## config.mk

```make
export PLATFORM = sky130hd
export DESIGN_NAME = periph_timer
export DESIGN_NICKNAME = d
export VERILOG_FILES = /design/src/rtl/periph_timer.sv
export SDC_FILE = /design/constraint.sdc
export NUM_CORES = 1
export LEC_CHECK = 0
export ABC_AREA = 0
export CAP_MARGIN = 20
export CORE_MARGIN = 8
export CORE_UTILIZATION = 58
export CTS_BUF_LIST = sky130_fd_sc_hd__clkbuf_4 sky130_fd_sc_hd__clkbuf_8
export DETAILED_ROUTE_END_ITERATION = 16
export PLACE_DENSITY = 0.82
export SYNTH_ARGS = -nofsm -noshare
export SYNTH_HDL_FRONTEND = slang
export SYNTH_SLANG_ARGS = --single-unit
```

## constraint.sdc

```tcl
create_clock -name clk_i -period 3.1 [get_ports clk_i]
set_input_delay 0.31 -clock clk_i [delete_from_list [all_inputs] [get_ports clk_i]]
set_output_delay 0.31 -clock clk_i [all_outputs]
set_load 0.005 [all_outputs]
```

## src/rtl/periph_timer.sv

```systemverilog
// rtl/periph_timer.sv - prescaled 32-bit match timer behind a one-cycle request/ready register port.
// Optional define PERIPH_TIMER_IRQ_EN adds the CTRL.IRQ_EN bit and drives irq_o from MATCH.
module periph_timer #(
    parameter int ADDR_WIDTH = 8
) (
    input  logic                  clk_i,
    input  logic                  rst_i,
    input  logic                  p_req_i,
    input  logic [ADDR_WIDTH-1:0] p_addr_i,
    input  logic                  p_wen_i,
    input  logic [31:0]           p_wdata_i,
    input  logic [3:0]            p_be_i,
    output logic [31:0]           p_rdata_o,
    output logic                  p_ready_o,
    output logic                  irq_o
);

`ifdef PERIPH_TIMER_IRQ_EN
    localparam logic [2:0] CTRL_MASK = 3'b111;
`else
    localparam logic [2:0] CTRL_MASK = 3'b101;
`endif

    function automatic logic [31:0] be_merge(input logic [31:0] old_v,
                                             input logic [31:0] new_v,
                                             input logic [3:0]  be);
        logic [31:0] res;
        res = old_v;
        for (int b = 0; b < 4; b++) begin
            if (be[b]) res[8*b +: 8] = new_v[8*b +: 8];
        end
        return res;
    endfunction

    logic        r_ready;
    logic [31:0] r_rdata;
    logic [2:0]  r_ctrl;
    logic [15:0] r_prescale;
    logic [15:0] r_pcnt;
    logic [31:0] r_count;
    logic [31:0] r_compare;
    logic        r_match;

    logic        w_accept;
    logic        w_wr;
    logic [2:0]  w_off;
    logic        w_tick;
    logic        w_hit;
    logic        w_ctrl_wr;
    logic        w_w1c;
    logic [31:0] w_rd_mux;
    logic        w_addr_unused;

    assign w_accept      = p_req_i & ~r_ready;
    assign w_wr          = w_accept & p_wen_i;
    assign w_off         = p_addr_i[2:0];
    assign w_tick        = r_ctrl[0] & (r_pcnt == r_prescale);
    assign w_hit         = w_tick & (r_count == r_compare);
    assign w_ctrl_wr     = w_wr & (w_off == 3'd0) & p_be_i[0];
    assign w_w1c         = w_wr & (w_off == 3'd4) & p_be_i[0] & p_wdata_i[0];
    assign w_addr_unused = &{1'b0, p_addr_i};

    always_comb begin
        w_rd_mux = '0;
        case (w_off)
            3'd0:    w_rd_mux = {29'd0, r_ctrl};
            3'd1:    w_rd_mux = {16'd0, r_prescale};
            3'd2:    w_rd_mux = r_count;
            3'd3:    w_rd_mux = r_compare;
            3'd4:    w_rd_mux = {31'd0, r_match};
            default: w_rd_mux = '0;
        endcase
    end

    always_ff @(posedge clk_i) begin
        if (rst_i) begin
            r_ready    <= 1'b0;
            r_rdata    <= '0;
            r_ctrl     <= '0;
            r_prescale <= '0;
            r_pcnt     <= '0;
            r_count    <= '0;
            r_compare  <= '0;
            r_match    <= 1'b0;
        end else begin
            r_ready <= w_accept;
            r_rdata <= (w_accept && !p_wen_i) ? w_rd_mux : 32'd0;

            // Disabling the timer restarts the prescaler so re-enabling gives a full first period.
            if (w_ctrl_wr && !p_wdata_i[0])
                r_pcnt <= '0;
            else if (w_tick)
                r_pcnt <= '0;
            else if (r_ctrl[0])
                r_pcnt <= r_pcnt + 16'd1;

            if (w_ctrl_wr)
                r_ctrl <= p_wdata_i[2:0] & CTRL_MASK;

            if (w_wr && w_off == 3'd1)
                r_prescale <= {p_be_i[1] ? p_wdata_i[15:8] : r_prescale[15:8],
                               p_be_i[0] ? p_wdata_i[7:0]  : r_prescale[7:0]};

            if (w_wr && w_off == 3'd2)
                r_count <= be_merge(r_count, p_wdata_i, p_be_i);
            else if (w_tick)
                r_count <= (w_hit && r_ctrl[2]) ? 32'd0 : r_count + 32'd1;

            if (w_wr && w_off == 3'd3)
                r_compare <= be_merge(r_compare, p_wdata_i, p_be_i);

            if (w_hit)
                r_match <= 1'b1;
            else if (w_w1c)
                r_match <= 1'b0;
        end
    end

    assign p_ready_o = r_ready & ~rst_i;
    assign p_rdata_o = rst_i ? 32'd0 : r_rdata;

`ifdef PERIPH_TIMER_IRQ_EN
    assign irq_o = r_match & r_ctrl[1];
`else
    assign irq_o = 1'b0;
`endif

endmodule

```

==> results_dict.tcl <==
set metrics [dict create \
    status "complete, no violations" \
    clockBufferDepth 2 \
    synth_top_area_cell "dfxtp_1" \
    ir_drop_mv 0.3302 \
    std_cell_rows 40 \
    dieArea_mm2 0.01597 \
    setup_violations 0 \
    postSynthAreaPerCell_um2 8.148 \
    startpoint_type "register" \
    power_switching_share 0.2404 \
    ff_latch_area_mm2 0.002643 \
    fp.dieW_um 126.4 \
    fin_crit_sh 0.8968 \
    grt_max_degree 56 \
    clock_latency_ns 0.46 \
    gr-total-overflow 0 \
    port_buffers 75 \
    yosys.area_share.simple 0.2671 \
    cp-end-kind "register" \
    fin_setup_tns_ns 0 \
    vias 6865 \
    period_minus_slack_ns 2.780 \
    multiInputGateArea_mm2 0.004055 \
    min-delay-start "rst_i" \
    timing.rr.end "r_count[28]" \
    wl_um 21850 \
    cts_buffers 17 \
    area_growth_pct 18.88 \
    die_y_um 126.4 \
    reg2reg_depth 7 \
    slew_violations 0 \
    synth_mux_area_frac 0.05685 \
    grt_pass1_vias 6735 \
    ys_seq_area_frac 0.3741 \
    p_switching_uw 876.2 \
    pwr-share-seq 0.478 \
    cts-resized-gates 0 \
    hold_viol 0 \
    nFillCells 976 \
    postSynth.asyncResetShare 0 \
    whs_path_depth 2 \
    coreArea_mm2 0.01196 \
    synth_warnings 0 \
    drv_cap 0 \
    synth_area_mm2 0.007064 \
    gp_congestion 0.9630 \
    h-tree-depth 4 \
    criticalPathCategory "reg2reg" \
    p_clk_frac 0.438 \
    num_antenna_cells 0 \
    netlist_top_cells_count "132 x dfxtp_1, 83 x nand2_1, 80 x nor2_1" \
    internal_power_mw 2.768 \
    synth_edf_count 0 \
    wire_per_inst_um 20.15 \
    grt_setup_unrepaired "false" \
    clkSinkCount 132 \
    synthAdderAreaFrac 0.003542 \
    grt_use_total 0.2700 \
    critPathRequiredTime_ns 3.44 \
    dpl.cell_count 1054 \
    synth_xor_xnor_area_share 0.08555 \
    hold-path-endpoint "r_prescale[6]" \
    path_clk_slew_ns 0.08 \
    antenna_found_initial 0 \
    worstPathMaxFanout 8 \
    vias_per_cell 6.333 \
    final_nets 976 \
    max_freq_mhz 359.7 \
    drive_gt1_frac 0.1099 \
    ant_nets 0 \
    post_cts.repair.setup_buffers 0 \
    power_mw 3.645 \
    p_leak_nw 3.124 \
    dp_hpwl_um 16060 \
    synth_flop_cell "dfxtp_1" \
    fin_cells 1084 \
    drcViolationCount 0 \
    hold_buffers 0 \
    synth_seq_cells 132 \
    maxSlewHeadroom 0.5424 \
    synth_top_family_by_area "simple AND/OR/NAND/NOR gates" \
    cts-root-buf "clkbuf_8" \
    holdWs_ns 0.3490 \
    ys_top_cells_by_area "dfxtp_1 37%, xor2_1 5.7%, nand3_1 4.6%, nand2_1 4.4%, nor2_1 4.3%" \
    synth_compound_area_frac 0.1598 \
    power_frac_comb 0.084 \
    worstMarginPinSlew_ns 0.6863 \
    num_io_pins 82 \
    ys_types 67 \
    power_density_mw_per_mm2 434.0 \
    start_util 0.5906 \
    synth_nets 917 \
    drt_iter0_drc 753 \
    fin_skew_ns 0.01142 \
    grt_pass1_wl_um 34760 \
    synth_most_common_cell "dfxtp_1" \
    cts_tree "yes" \
    arrival_ns 3.12 \
    reg2reg_from "r_count[0]" \
    r2r_slack_ns 0.32 \
    synth_cells 867 \
    hold_path_class "in2reg" \
    yosysTopAreaCellShare 0.3741 \
    firstDrtPassIters 5 \
]
[worst max-delay path by stage]
stage,endpoint,slack (ns),startpoint,cells past startpoint
finish,r_count[28],0.32,r_count[0],7
global route,r_count[28],0.20,r_count[1],7
CTS,r_count[11],0.38,r_count[26],7
detailed placement,r_count[28],0.38,p_addr_i[2],9
global placement,r_count[9],0.38,p_addr_i[2],8
floorplan,r_count[31],0.67,r_count[2],7
[kinds of logic (layout without fill, tap and decap cells)]
logic type / Yosys count / count (layout)
xor+xnor: 69 / 69
buf+inv: 88 / 158
fa+ha+maj: 2 / 2
simple gates: 371 / 371
mux: 38 / 38
other cells: 1 / 1
flops: 132 / 132
compound gates: 166 / 166
[metal layers]
| layer | up-vias | wire, um | share of wire | global-route usage |
|---|---|---|---|---|
| met1 | 3273 | 9017 | 0.41 | 0.3222 |
| met2 | 324 | 10630 | 0.49 | 0.4579 |
| met4 | 0 | 731 | 0.033 | 0.1253 |
| met5 | - | 0 | 0 | 0 |
| li1 | 3208 | - | - | - |
| met3 | 60 | 1469 | 0.067 | 0.05446 |
[through the flow]
step             util  cell area [um^2]  setup WS [ns]
3_5_place_dp   0.6661              7968         0.3825
5_1_grt        0.7021              8398         0.2048
2_1_floorplan       -              7064         0.6660
3_3_place_gp   0.6661              7968         0.3837
6_report       0.7021              8398         0.3200
4_1_cts        0.7021              8398         0.3805
[final cells by class]
class,count,share of cell area
clock buffer,21,0.03293
sequential,132,0.3147
timing repair buffer,112,0.1222
inverter,16,0.007151
tap,147,0.02190
multi-input combinational,647,0.4829
clock inverter,9,0.01833
[placed cells by master, fill, tap and decap left out, drive strengths merged, types with 4 or more instances in the layout]
cell,Yosys,layout
a22oi,39,39
nor2,80,80
mux2,17,17
nand2,83,83
xor2,46,46
a32oi,4,4
and3,20,20
nor2b,37,37
and2,6,6
or3,4,4
nand4,18,18
buf,10,38
a211oi,4,4
and4,5,5
inv,16,16
o2111ai,5,5
o31ai,4,4
or2,4,4
xnor2,23,23
a2111oi,4,4
nor3,17,17
nand3,66,66
a221oi,9,9
nor4,17,17
o21ai,16,16
a31oi,13,13
a21oi,44,44
clkbuf,61,21
clkdlybuf4s50,0,74
o22ai,4,4
a21boi,4,4
mux2i,21,21
dfxtp,132,132
bufinv,0,4
[registers in the layout (all words and copies together) (netlist names)]
signal	cells
r_compare	32
r_count	32
r_ctrl	2
r_match	1
r_pcnt	16
r_prescale	16
r_rdata	32
r_ready	1
[critical path, stage by stage (launching register included)]
cell,delay [ns]
dfxtp_1,0.51
ha_1,0.25
nand3_1,0.15
or4_1,0.63
nor4_1,0.58
nand3_1,0.13
and3_1,0.20
o221a_2,0.22
[power by group through the flow]
stage	Clock (mW)	Combinational [mW]	Sequential, mW
final	1.60	0.305	1.74
after global routing	1.67	0.323	1.74
after CTS	1.60	0.299	1.74
after detailed placement	0	0.296	1.78
after global placement	0	0.291	1.78
after floorplan	0	0.168	1.77
(Power assumes the default switching activity.)
==> RTL change 1: new RTL, same flow settings <==
Add a define of `PERIPH_TIMER_IRQ_EN`.
--- a/src/rtl/periph_timer.sv
+++ b/src/rtl/periph_timer.sv
@@ -1,5 +1,7 @@
 // rtl/periph_timer.sv - prescaled 32-bit match timer behind a one-cycle request/ready register port.
 // Optional define PERIPH_TIMER_IRQ_EN adds the CTRL.IRQ_EN bit and drives irq_o from MATCH.
+`define PERIPH_TIMER_IRQ_EN
+
 module periph_timer #(
     parameter int ADDR_WIDTH = 8
 ) (
Check against the original RTL: not equivalent (Yosys sat finds a counterexample within 4 cycles, from zero or initial values and one cycle with rst_i high).
==> RTL change 1 against the original RTL <==
- worst setup slack better by 0.24 ns
- design area is 1.6% higher
- wire length down 3.1%
- combinational power shrank 11%
- critical path type unchanged
- largest cell class unchanged
- area after synthesis rose by 3.8%
- largest power group unchanged
- core utilization is 1.7 points lower
- sequential cell count grew 1
- power shrank 5.7%
==> RTL change 1: results (changes against the original RTL) <==
Cell Pwr Density=403 mW/mm^2 (was 434 mW/mm^2); CP max-delay cell=dfxtp_1 (was or4_1); WHS=0.267 ns (was 0.349 ns); GR Util met2=0.432 (was 0.458); Filler cells=1,028 (was 976); I/O Buffers=76 (was 75); Metal-1 WL=8570 um (was 9020 um); Area after DPL=0.00816 sq mm (was 0.00797 sq mm); Vias=6,860 (was 6,865); RR Endpoint=r_count[30] (was r_count[28]); Unique masters post-synth=70 (was 67); WL/cell=19.0 um (was 20.2 um); DP Cell Count=1,085 (was 1,054); vias in the first global route=6,666 (was 6,735); Max IR drop VDD=312 uV (was 330 uV); GR Util All Layers=0.262 (was 0.270); Hold EP=r_ctrl[1] (was r_prescale[6]); Final nets=982 (was 976); Syn Nets=932 (was 917); syn_area_per_cell=8.31 sq um (was 8.15 sq um); Clock Skews=0.00864 ns (was 0.0114 ns); Routability Congestion=0.906 (was 0.963); share of cells above drive strength 1=0.0988 (was 0.110); via/cell ratio=6.16 (was 6.33); Post-synth top cells=dfxtp_1 (133), nor2_1 (92), nand2_1 (74) (was dfxtp_1 (132), nand2_1 (83), nor2_1 (80)); first-pass GRT wire length=34,000 um (was 34,800 um); dpl hpwl=15,100 um (was 16,100 um); R2R Setup Slk=0.56 ns (was 0.32 ns); Logic power comb=272 uW (was 305 uW); Initial DRC Count=841 (was 753); met3 Usage GRT=0.0554 (was 0.0545); worst relative slew slack=0.451 (was 0.542); met2 routed WL=10,000 um (was 10,600 um); leak pwr=3.02 nW (was 3.12 nW); synth top area cells=dfxtp_1 (36%), xnor2_1 (6.2%), nor2_1 (4.7%) (was dfxtp_1 (37%), xor2_1 (5.7%), nand3_1 (4.6%)); status=finished, final reports clean (unchanged); Sw Ratio=0.235 (was 0.240); FMAX=393 MHz (was 360 MHz); GRT met1 Usage=0.311 (was 0.322); post_cts resized=0 (unchanged)
## RTL change 1: how the worst max path moves through the flow
stage	from	to	depth (start not counted)
after CTS	r_count[1]	r_count[30]	7
after floorplan	r_count[1]	r_count[30]	7
after global routing	r_count[1]	r_count[30]	7
after global placement	p_wen_i	r_count[16]	8
final	r_count[1]	r_count[30]	7
after detailed placement	p_addr_i[0]	r_compare[21]	8
## RTL change 1: logic make-up (layout without fill, tap and decap cells)
kind of cell,count (synthesis),after routing,share of synthesized area
AO/OA/AOI/OAI,174,174,0.163
XOR/XNOR,69,69,0.0824
adder cells (fa/ha/maj),2,2,0.00341
buffers and inverters,83,142,0.0527
flip-flops,133,133,0.363
multiplexers,40,40,0.0575
AND/OR/NAND/NOR,381,381,0.278
## RTL change 1: area by class of cell
class,instances,area (sq um),share of cell area
clock inverters,5,75.1,0.00880
multi-input cells,666,4280,0.502
well taps,172,215,0.0252
inverters,16,60.1,0.00704
clock buffers,23,304,0.0356
repair buffers,98,936,0.110
flip-flops and latches,133,2660,0.312
==> RTL change 2: new RTL, config.mk and constraints unchanged <==
Made on the original files. `r_rdata` no longer has a reset.
--- a/src/rtl/periph_timer.sv
+++ b/src/rtl/periph_timer.sv
@@ -75,7 +75,6 @@
     always_ff @(posedge clk_i) begin
         if (rst_i) begin
             r_ready    <= 1'b0;
-            r_rdata    <= '0;
             r_ctrl     <= '0;
             r_prescale <= '0;
             r_pcnt     <= '0;
@@ -84,7 +83,6 @@
             r_match    <= 1'b0;
         end else begin
             r_ready <= w_accept;
-            r_rdata <= (w_accept && !p_wen_i) ? w_rd_mux : 32'd0;
 
             // Disabling the timer restarts the prescaler so re-enabling gives a full first period.
             if (w_ctrl_wr && !p_wdata_i[0])
@@ -116,6 +114,10 @@
         end
     end
 
+    always_ff @(posedge clk_i) begin
+        r_rdata <= (w_accept && !p_wen_i) ? w_rd_mux : 32'd0;
+    end
+
     assign p_ready_o = r_ready & ~rst_i;
     assign p_rdata_o = rst_i ? 32'd0 : r_rdata;
 
Behaviour: differs if rst_i is asserted again (counterexample within 4 cycles, from zero or initial values and one cycle with rst_i high); with rst_i held inactive, the same outputs for 4 cycles.
==> RTL change 2 against the original RTL <==
- wire length is 2.5% lower
- power is 4.4% higher
- die area grew 1.4%
- design area increased by 0.45%
- worst hold slack gained 0.025 ns
- sequential cell count stayed put
- area after synthesis up 1.6%
- worst setup slack improved by 0.15 ns
- core utilization is 0.27 points lower
- critical path type unchanged
- highest routed layer unchanged
==> RTL change 2: results (changes against the original RTL) <==
status=finished, final reports clean (unchanged); WL/cell=19.5 um (was 20.2 um); Post-synth top cells=dfxtp_1 (132), nor2_1 (82), nand2_1 (75) (was dfxtp_1 (132), nand2_1 (83), nor2_1 (80)); critical-path maximum fanout=7 (was 8); WL met3=2080 um (was 1470 um); Max IR drop VDD=261 uV (was 330 uV); dpl hpwl=15,100 um (was 16,100 um); TritonRoute pass-1 iters=6 (was 5); syn_area_per_cell=8.30 sq um (was 8.15 sq um); CP max-delay cell=or4b_4 (was or4_1); met2 routed WL=9830 um (was 10,600 um); Top FF cell, synth=dfxtp_1 (unchanged); Critical Path AT=2.98 ns (was 3.12 ns); post-synthesis sequential area ratio=0.368 (was 0.374); Final nets=960 (was 976); first-pass GRT wire length=34,100 um (was 34,800 um); synth top area cells=dfxtp_1 (37%), xnor2_1 (6.6%), nand3_1 (4.8%) (was dfxtp_1 (37%), xor2_1 (5.7%), nand3_1 (4.6%)); worst relative slew slack=0.524 (was 0.542); R2R Setup Slk=0.47 ns (was 0.32 ns); clock transition time at the flip-flop clock pins of the worst setup and hold paths=0.07 ns; Unique masters post-synth=69 (was 67); R2R Path Start=r_count[1] (was r_count[0]); Syn Nets=915 (was 917); via/cell ratio=6.38 (was 6.33); Worst Hold Class=in -> reg (unchanged); CTS root buffer=clkbuf_8 (unchanged); leak pwr=2.87 nW (was 3.12 nW); Filler cells=931 (was 976); GR Util met2=0.420 (was 0.458); pin count of the biggest net entering global routing=58 (was 56); I/O Buffers=75 (unchanged); Metal-1 WL=8620 um (was 9020 um); Clock Skews=0.0154 ns (was 0.0114 ns); NetSw=950 uW (was 876 uW); met3 Usage GRT=0.0715 (was 0.0545); Routability Congestion=0.946 (was 0.963); GRT met1 Usage=0.320 (was 0.322); share of cells above drive strength 1=0.105 (was 0.110); Critical Path Sink=r_count[30] (was r_count[28]); GR Util All Layers=0.264 (was 0.270); Initial DRC Count=984 (was 753); sequential share of power=0.471 (was 0.478); vias in the first global route=6,631 (was 6,735); synthesized cell area=0.00718 sq mm (was 0.00706 sq mm); CTS Buf Count=17 (unchanged); DP Cell Count=1,058 (was 1,054); Clock group=1.64 mW (was 1.60 mW); Vias=6,959 (was 6,865)
-- RTL change 2: changes by cell type after synthesis, sizes merged, moves of 6 or more --
cell / unedited run / this run
a31oi: 13 / 19
buf: 10 / 36
clkbuf: 61 / 36
nand2: 83 / 75
nand3: 66 / 73
nand4: 18 / 32
nor4: 17 / 9
xnor2: 23 / 54
xor2: 46 / 15
-- RTL change 2: final cells by class --
cell class,count,area share
multi-input combinational,649,0.494
sequential,132,0.313
timing repair buffer,98,0.109
clock buffer,22,0.0352
tap,168,0.0249
clock inverter,9,0.0178
inverter,12,0.00534
-- RTL change 2: how the worst min path moves through the flow --
stage,startpoint,end,cells past startpoint
2_1_floorplan,r_match,r_rdata[0],2
4_1_cts,rst_i,r_ready,2
3_3_place_gp,r_compare[14],r_compare[14],2
6_report,rst_i,r_ready,2
3_5_place_dp,r_match,r_rdata[0],2
5_1_grt,rst_i,r_ready,2
-- RTL change 2: cells by family (layout without fill, tap and decap cells) --
family                     after synthesis  after routing  share of synthesized area
and+or+nand+nor                        388            388                      0.291
AOI/OAI and AO/OA                      153            153                      0.145
DFF                                    132            132                      0.368
buffers and inverters                   84            141                     0.0511
xor gates and xnor gates                69             69                     0.0842
muxes                                   36             36                     0.0563
adders and majority gates                2              2                    0.00348
other                                    1              1                   0.000522
-- RTL change 2: metrics by stage --
step | cell area, sq um | hold slack (ns) | utilization | power (mW) | setup WS, ns
5_1_grt | 8440 | 0.391 | 0.699 | 3.92 | 0.392
6_report | 8440 | 0.374 | 0.699 | 3.80 | 0.472
4_1_cts | 8430 | 0.352 | 0.699 | 3.80 | 0.528
2_1_floorplan | 7180 | 0.448 | - | 2.04 | 0.954
3_3_place_gp | 7980 | 0.467 | 0.662 | 2.17 | 0.544
3_5_place_dp | 7980 | 0.462 | 0.662 | 2.18 | 0.537
